--- src/rtl/hilo_writeback.sv ---
// HI/LO writeback buffer: queues ALU split results in order and retires them into HI/LO on commit.
// Optional youngest-pending forwarding to rd_hi/rd_lo is enabled by defining HILO_FORWARD_EN.
module hilo_writeback #(
  parameter int WIDTH = 32,
  parameter int DEPTH = 2
) (
  input  logic                           clock,
  input  logic                           reset_n,
  input  logic                           in_valid,
  output logic                           in_ready,
  input  logic [WIDTH-1:0]               res_high,
  input  logic [WIDTH-1:0]               res_low,
  input  logic                           wr_hi,
  input  logic                           wr_lo,
  input  logic                           commit,
  input  logic                           flush,
  output logic [WIDTH-1:0]               hi_q,
  output logic [WIDTH-1:0]               lo_q,
  output logic [WIDTH-1:0]               rd_hi,
  output logic [WIDTH-1:0]               rd_lo,
  output logic [$clog2(DEPTH+1)-1:0]     pending,
  output logic                           empty
);

  localparam int PTR_W = $clog2(DEPTH);
  localparam int CNT_W = $clog2(DEPTH+1);

  logic [WIDTH-1:0] entryHigh [DEPTH];
  logic [WIDTH-1:0] entryLow  [DEPTH];
  logic             entryWrHi [DEPTH];
  logic             entryWrLo [DEPTH];

  logic [PTR_W-1:0] wrPtr;
  logic [PTR_W-1:0] rdPtr;
  logic [CNT_W-1:0] count;
  logic             doPush;
  logic             doPop;

  assign empty    = (count == '0);
  assign pending  = count;
  assign in_ready = !flush && (count < CNT_W'(DEPTH));
  assign doPush   = in_valid && in_ready;
  assign doPop    = commit && !empty && !flush;

  // Entry payload carries no reset; only occupancy decides what is meaningful.
  always_ff @(posedge clock) begin
    if (doPush) begin
      entryHigh[wrPtr] <= res_high;
      entryLow[wrPtr]  <= res_low;
      entryWrHi[wrPtr] <= wr_hi;
      entryWrLo[wrPtr] <= wr_lo;
    end
  end

  always_ff @(posedge clock or negedge reset_n) begin
    if (!reset_n) begin
      hi_q  <= '0;
      lo_q  <= '0;
      wrPtr <= '0;
      rdPtr <= '0;
      count <= '0;
    end else if (flush) begin
      wrPtr <= '0;
      rdPtr <= '0;
      count <= '0;
    end else begin
      if (doPush) begin
        wrPtr <= wrPtr + 1'b1;
      end
      if (doPop) begin
        if (entryWrHi[rdPtr]) begin
          hi_q <= entryHigh[rdPtr];
        end
        if (entryWrLo[rdPtr]) begin
          lo_q <= entryLow[rdPtr];
        end
        rdPtr <= rdPtr + 1'b1;
      end
      case ({doPush, doPop})
        2'b10:   count <= count + 1'b1;
        2'b01:   count <= count - 1'b1;
        default: count <= count;
      endcase
    end
  end

`ifdef HILO_FORWARD_EN
  logic [DEPTH-1:0] entryValid;

  // An entry is live when its distance from the head is below the occupancy.
  for (genvar gi = 0; gi < DEPTH; gi++) begin : gValid
    logic [PTR_W-1:0] age;
    assign age            = PTR_W'(gi) - rdPtr;
    assign entryValid[gi] = CNT_W'(age) < count;
  end

  // Walk from oldest to youngest so the youngest matching entry wins.
  always_comb begin
    logic [PTR_W-1:0] idx;
    rd_hi = hi_q;
    rd_lo = lo_q;
    idx   = rdPtr;
    for (int k = 0; k < DEPTH; k++) begin
      idx = rdPtr + PTR_W'(k);
      if (entryValid[idx] && entryWrHi[idx]) begin
        rd_hi = entryHigh[idx];
      end
      if (entryValid[idx] && entryWrLo[idx]) begin
        rd_lo = entryLow[idx];
      end
    end
  end
`else
  assign rd_hi = hi_q;
  assign rd_lo = lo_q;
`endif

endmodule

--- config.mk ---
export PLATFORM = sky130hd
export DESIGN_NAME = hilo_writeback
export DESIGN_NICKNAME = d
export VERILOG_FILES = /design/src/rtl/hilo_writeback.sv
export SDC_FILE = /design/constraint.sdc
export NUM_CORES = 1
export LEC_CHECK = 0
export BUFFER_PORTS_ARGS = -buffer_cell sky130_fd_sc_hd__buf_2
export CORE_MARGIN = 2
export CORE_UTILIZATION = 40
export CTS_CLUSTER_SIZE = 20
export DETAILED_ROUTE_END_ITERATION = 6
export PLACE_DENSITY_LB_ADDON = 0.12
export SETUP_SLACK_MARGIN = 0.05
export SLEW_MARGIN = 25
export SYNTH_ARGS = -nofsm -noshare
export SYNTH_HDL_FRONTEND = slang
export SYNTH_SLANG_ARGS = --single-unit
--- constraint.sdc ---
create_clock -name clock -period 5.6 [get_ports clock]
set_clock_uncertainty 0.1 [all_clocks]
set_input_delay 1.12 -clock clock [delete_from_list [all_inputs] [get_ports clock]]
set_output_delay 1.12 -clock clock [all_outputs]
set_load 0.01 [all_outputs]
==> flow_summary.json <==
{
  "status": "finished, final reports clean",
  "drtPass1Iterations": 5,
  "synth-compound-area-share_pct": 0.350,
  "synth_cells": 429,
  "place_hpwl_um": 8750,
  "setup_viol": 0,
  "cts.sinks": 200,
  "final_nets": 648,
  "synth_xor_area_share_pct": 0.334,
  "die_height_um": 144,
  "synth_top_family_by_area": "multiplexers",
  "crit_fanout": 67,
  "design_area_mm2": 0.00932,
  "area_growth_pct": 18.6,
  "crit_path_end": "hi_q[19]",
  "path_class": "reg -> reg",
  "max-cap-violations": 0,
  "yosysWarnings": 0,
  "worst_pin_slew_ns": 1.01,
  "wire_per_inst_um": 16.8,
  "wl_met1_um": 5970,
  "synth_fa_ha_area_share_pct": 0,
  "finalHoldViolCount": 0,
  "grt_max_degree": 69,
  "hold_class": "reg -> reg",
  "cp-end-kind": "flop",
  "fillers": 1761,
  "synth-seq-area-share_pct": 72.1,
  "cts_root_buffer": "clkbuf_16",
  "routed.top_layer": "met5",
  "drc": 0,
  "cp_num_cells": 4,
  "die_area_mm2": 0.0208,
  "vdd_drop_max_uv": 206,
  "wl_met2_um": 7520,
  "worstPathRequired_ns": 5.81,
  "wl_met3_um": 731,
  "via_per_inst": 4.63,
  "rows": 51,
  "synth-seq-cells": 200,
  "startpoint_type": "flop",
  "place_ws_ns": 2.54,
  "vias": 3958,
  "hold_buffers": 0,
  "period_minus_slack_ns": 2.92,
  "fmax_mhz": 342,
  "synth.area.mux_share_pct": 18.6,
  "rsz0062_at_grt": "no",
  "fin_hold_ws_ns": 0.420,
  "postSynthAreaPerCell_um2": 18.3,
  "whs_path_depth": 1,
  "gp_congestion": 0.724,
  "antenna_found_initial": 1,
  "ff_latch_area_mm2": 0.00567,
  "setup_ws_ns": 2.68,
  "reg2reg_depth": 4,
  "crit_start": "rdPtr",
  "r2r_setup_slack_ns": 2.68,
  "synth-simple-area-share_pct": 1.15,
  "grt_pass1_wl_um": 21700,
  "syn_nets": 500,
  "finalSetupTns_ns": 0,
  "crit_chain": "mux2i_1 -> nor3_4 -> buf_4 -> mux2_2",
  "ctsResizeCount": 0,
  "cp_top_family": "flip-flops",
  "num_io_pins": 203,
  "totalWireLength_um": 14300,
  "grt_usage_pct": 14.1,
  "cts_setup_buffers": 0,
  "diodes": 0,
  "power_density_mw_per_mm2": 427,
  "ys_types": 24,
  "clock_tree.buffer_depth": 2,
  "cts_tree": "built",
  "start_util_pct": 40.5,
  "drt_iter0_markers": 144,
  "period_share_pct": 52.2,
  "drtAntennaViolNets": 0,
  "htreeDepth": 4,
  "syn-cell-area_mm2": 0.00786,
  "arrival_ns": 3.13,
  "fp.dieW_um": 144,
  "worst_path_max_delay_cell": "dfrtp_4",
  "overflow": 0,
  "slew_headroom_pct": 32.7,
  "multi_input_area_mm2": 0.00162,
  "reg2reg_from": "rdPtr",
  "layout-drive-gt1-share_pct": 62.7,
  "drv_slew": 0,
  "worstReg2RegEnd": "hi_q[19]",
  "coreArea_mm2": 0.0194,
  "grt_pass1_vias": 4050,
  "crit_buf_inv": 1,
  "clk_latency_ns": 0.43,
  "clkTransAtPathRegs_ns": 0.07,
  "critPathMaxStageDelay_ns": 1.07,
  "io_buffer_count": 202,
  "p_leak_nw": 3.77,
  "dpl_cell_area_mm2": 0.00866,
  "cts_inserted_buffers": 17
}
-- worst min-delay path by stage --
stage / from / to / slack (ns)
detailed placement: lo_q[21] / lo_q[21] / 0.40
global placement: lo_q[21] / lo_q[21] / 0.39
floorplan: wrPtr / wrPtr / 0.42
global route: lo_q[0] / lo_q[0] / 0.44
finish: lo_q[31] / lo_q[31] / 0.42
CTS: lo_q[31] / lo_q[31] / 0.43
-- state kept, by name (all words and copies together), names as in the netlist --
| signal | flops |
|---|---|
| entryWrHi | 2 |
| entryLow | 64 |
| pending | 2 |
| wrPtr | 1 |
| lo_q | 32 |
| entryHigh | 64 |
| hi_q | 32 |
| entryWrLo | 2 |
| rdPtr | 1 |
-- area by class of cell --
cell class | instances | area share [%]
flip-flops and latches | 200 | 60.9
multi-input cells | 151 | 17.4
repair buffers | 206 | 11.4
clock buffers | 17 | 4.57
well taps | 265 | 3.56
clock inverters | 15 | 2.23
inverters | 1 | 0.0403
-- power breakdown --
group	switching, mW	total (mW)	leakage, nW	internal (mW)
logic	0.372	0.754	1.42	0.382
clock network	0.574	1.30	0.306	0.726
registers	0.143	1.92	2.04	1.78
-- cell usage after synthesis (all sizes together) --
cell    number  area, um^2
xnor2        1        8.76
a21oi        1        5.00
nor3         2        32.5
nand2b       1        6.26
edfxtp     132        3960
nor2         6        22.5
o21ai        2        13.8
xor2         2        17.5
a221oi       1        8.76
mux2i        2        20.0
inv          1        3.75
nor2b        1        6.26
buf         77         582
and3         1        6.26
nand3        1        5.00
nor3b        1        7.51
mux2       128        1440
nand2        1        3.75
dfrtp       68        1700
-- through the flow --
step | util (%) | power [mW] | cells
2_1_floorplan | - | 2.53 | 429
3_3_place_gp | 44.6 | 2.72 | 822
3_5_place_dp | 44.6 | 2.73 | 822
4_1_cts | 47.9 | 4.04 | 854
5_1_grt | 48.0 | 4.18 | 855
6_report | 48.0 | 3.98 | 855
-- cells in the final DEF, fill, tap and decap left out, drive strengths merged --
| master | count |
|---|---|
| o21ai | 2 |
| bufinv | 3 |
| and3 | 1 |
| clkinvlp | 2 |
| inv | 9 |
| xor2 | 2 |
| clkinv | 2 |
| edfxtp | 132 |
| mux2i | 2 |
| nand2 | 1 |
| nand3 | 1 |
| a21oi | 1 |
| a221oi | 1 |
| dfrtp | 68 |
| mux2 | 128 |
| nand2b | 1 |
| buf | 206 |
| nor3b | 1 |
| clkbuf | 17 |
| nor3 | 2 |
| xnor2 | 1 |
| nor2b | 1 |
| nor2 | 6 |
-- worst reg2reg max path: stages (launching register included) --
cell,delay (ns)
dfrtp_4,1.07
mux2i_1,0.24
nor3_4,0.59
buf_4,0.43
mux2_2,0.38
-- cells by family after synthesis --
group,after synthesis
DFF,200
muxes,130
and+or+nand+nor,14
buffers and inverters,78
AOI/OAI and AO/OA,4
xor gates and xnor gates,3
-- metal layers --
layer / GRT usage (%) / vias to the layer above
met2: 24.0 / 107
met3: 4.24 / 11
met5: 0 / -
met1: 17.5 / 2026
met4: 4.14 / 2
li1: - / 1812
No activity file was read; power rests on OpenSTA's default activity.
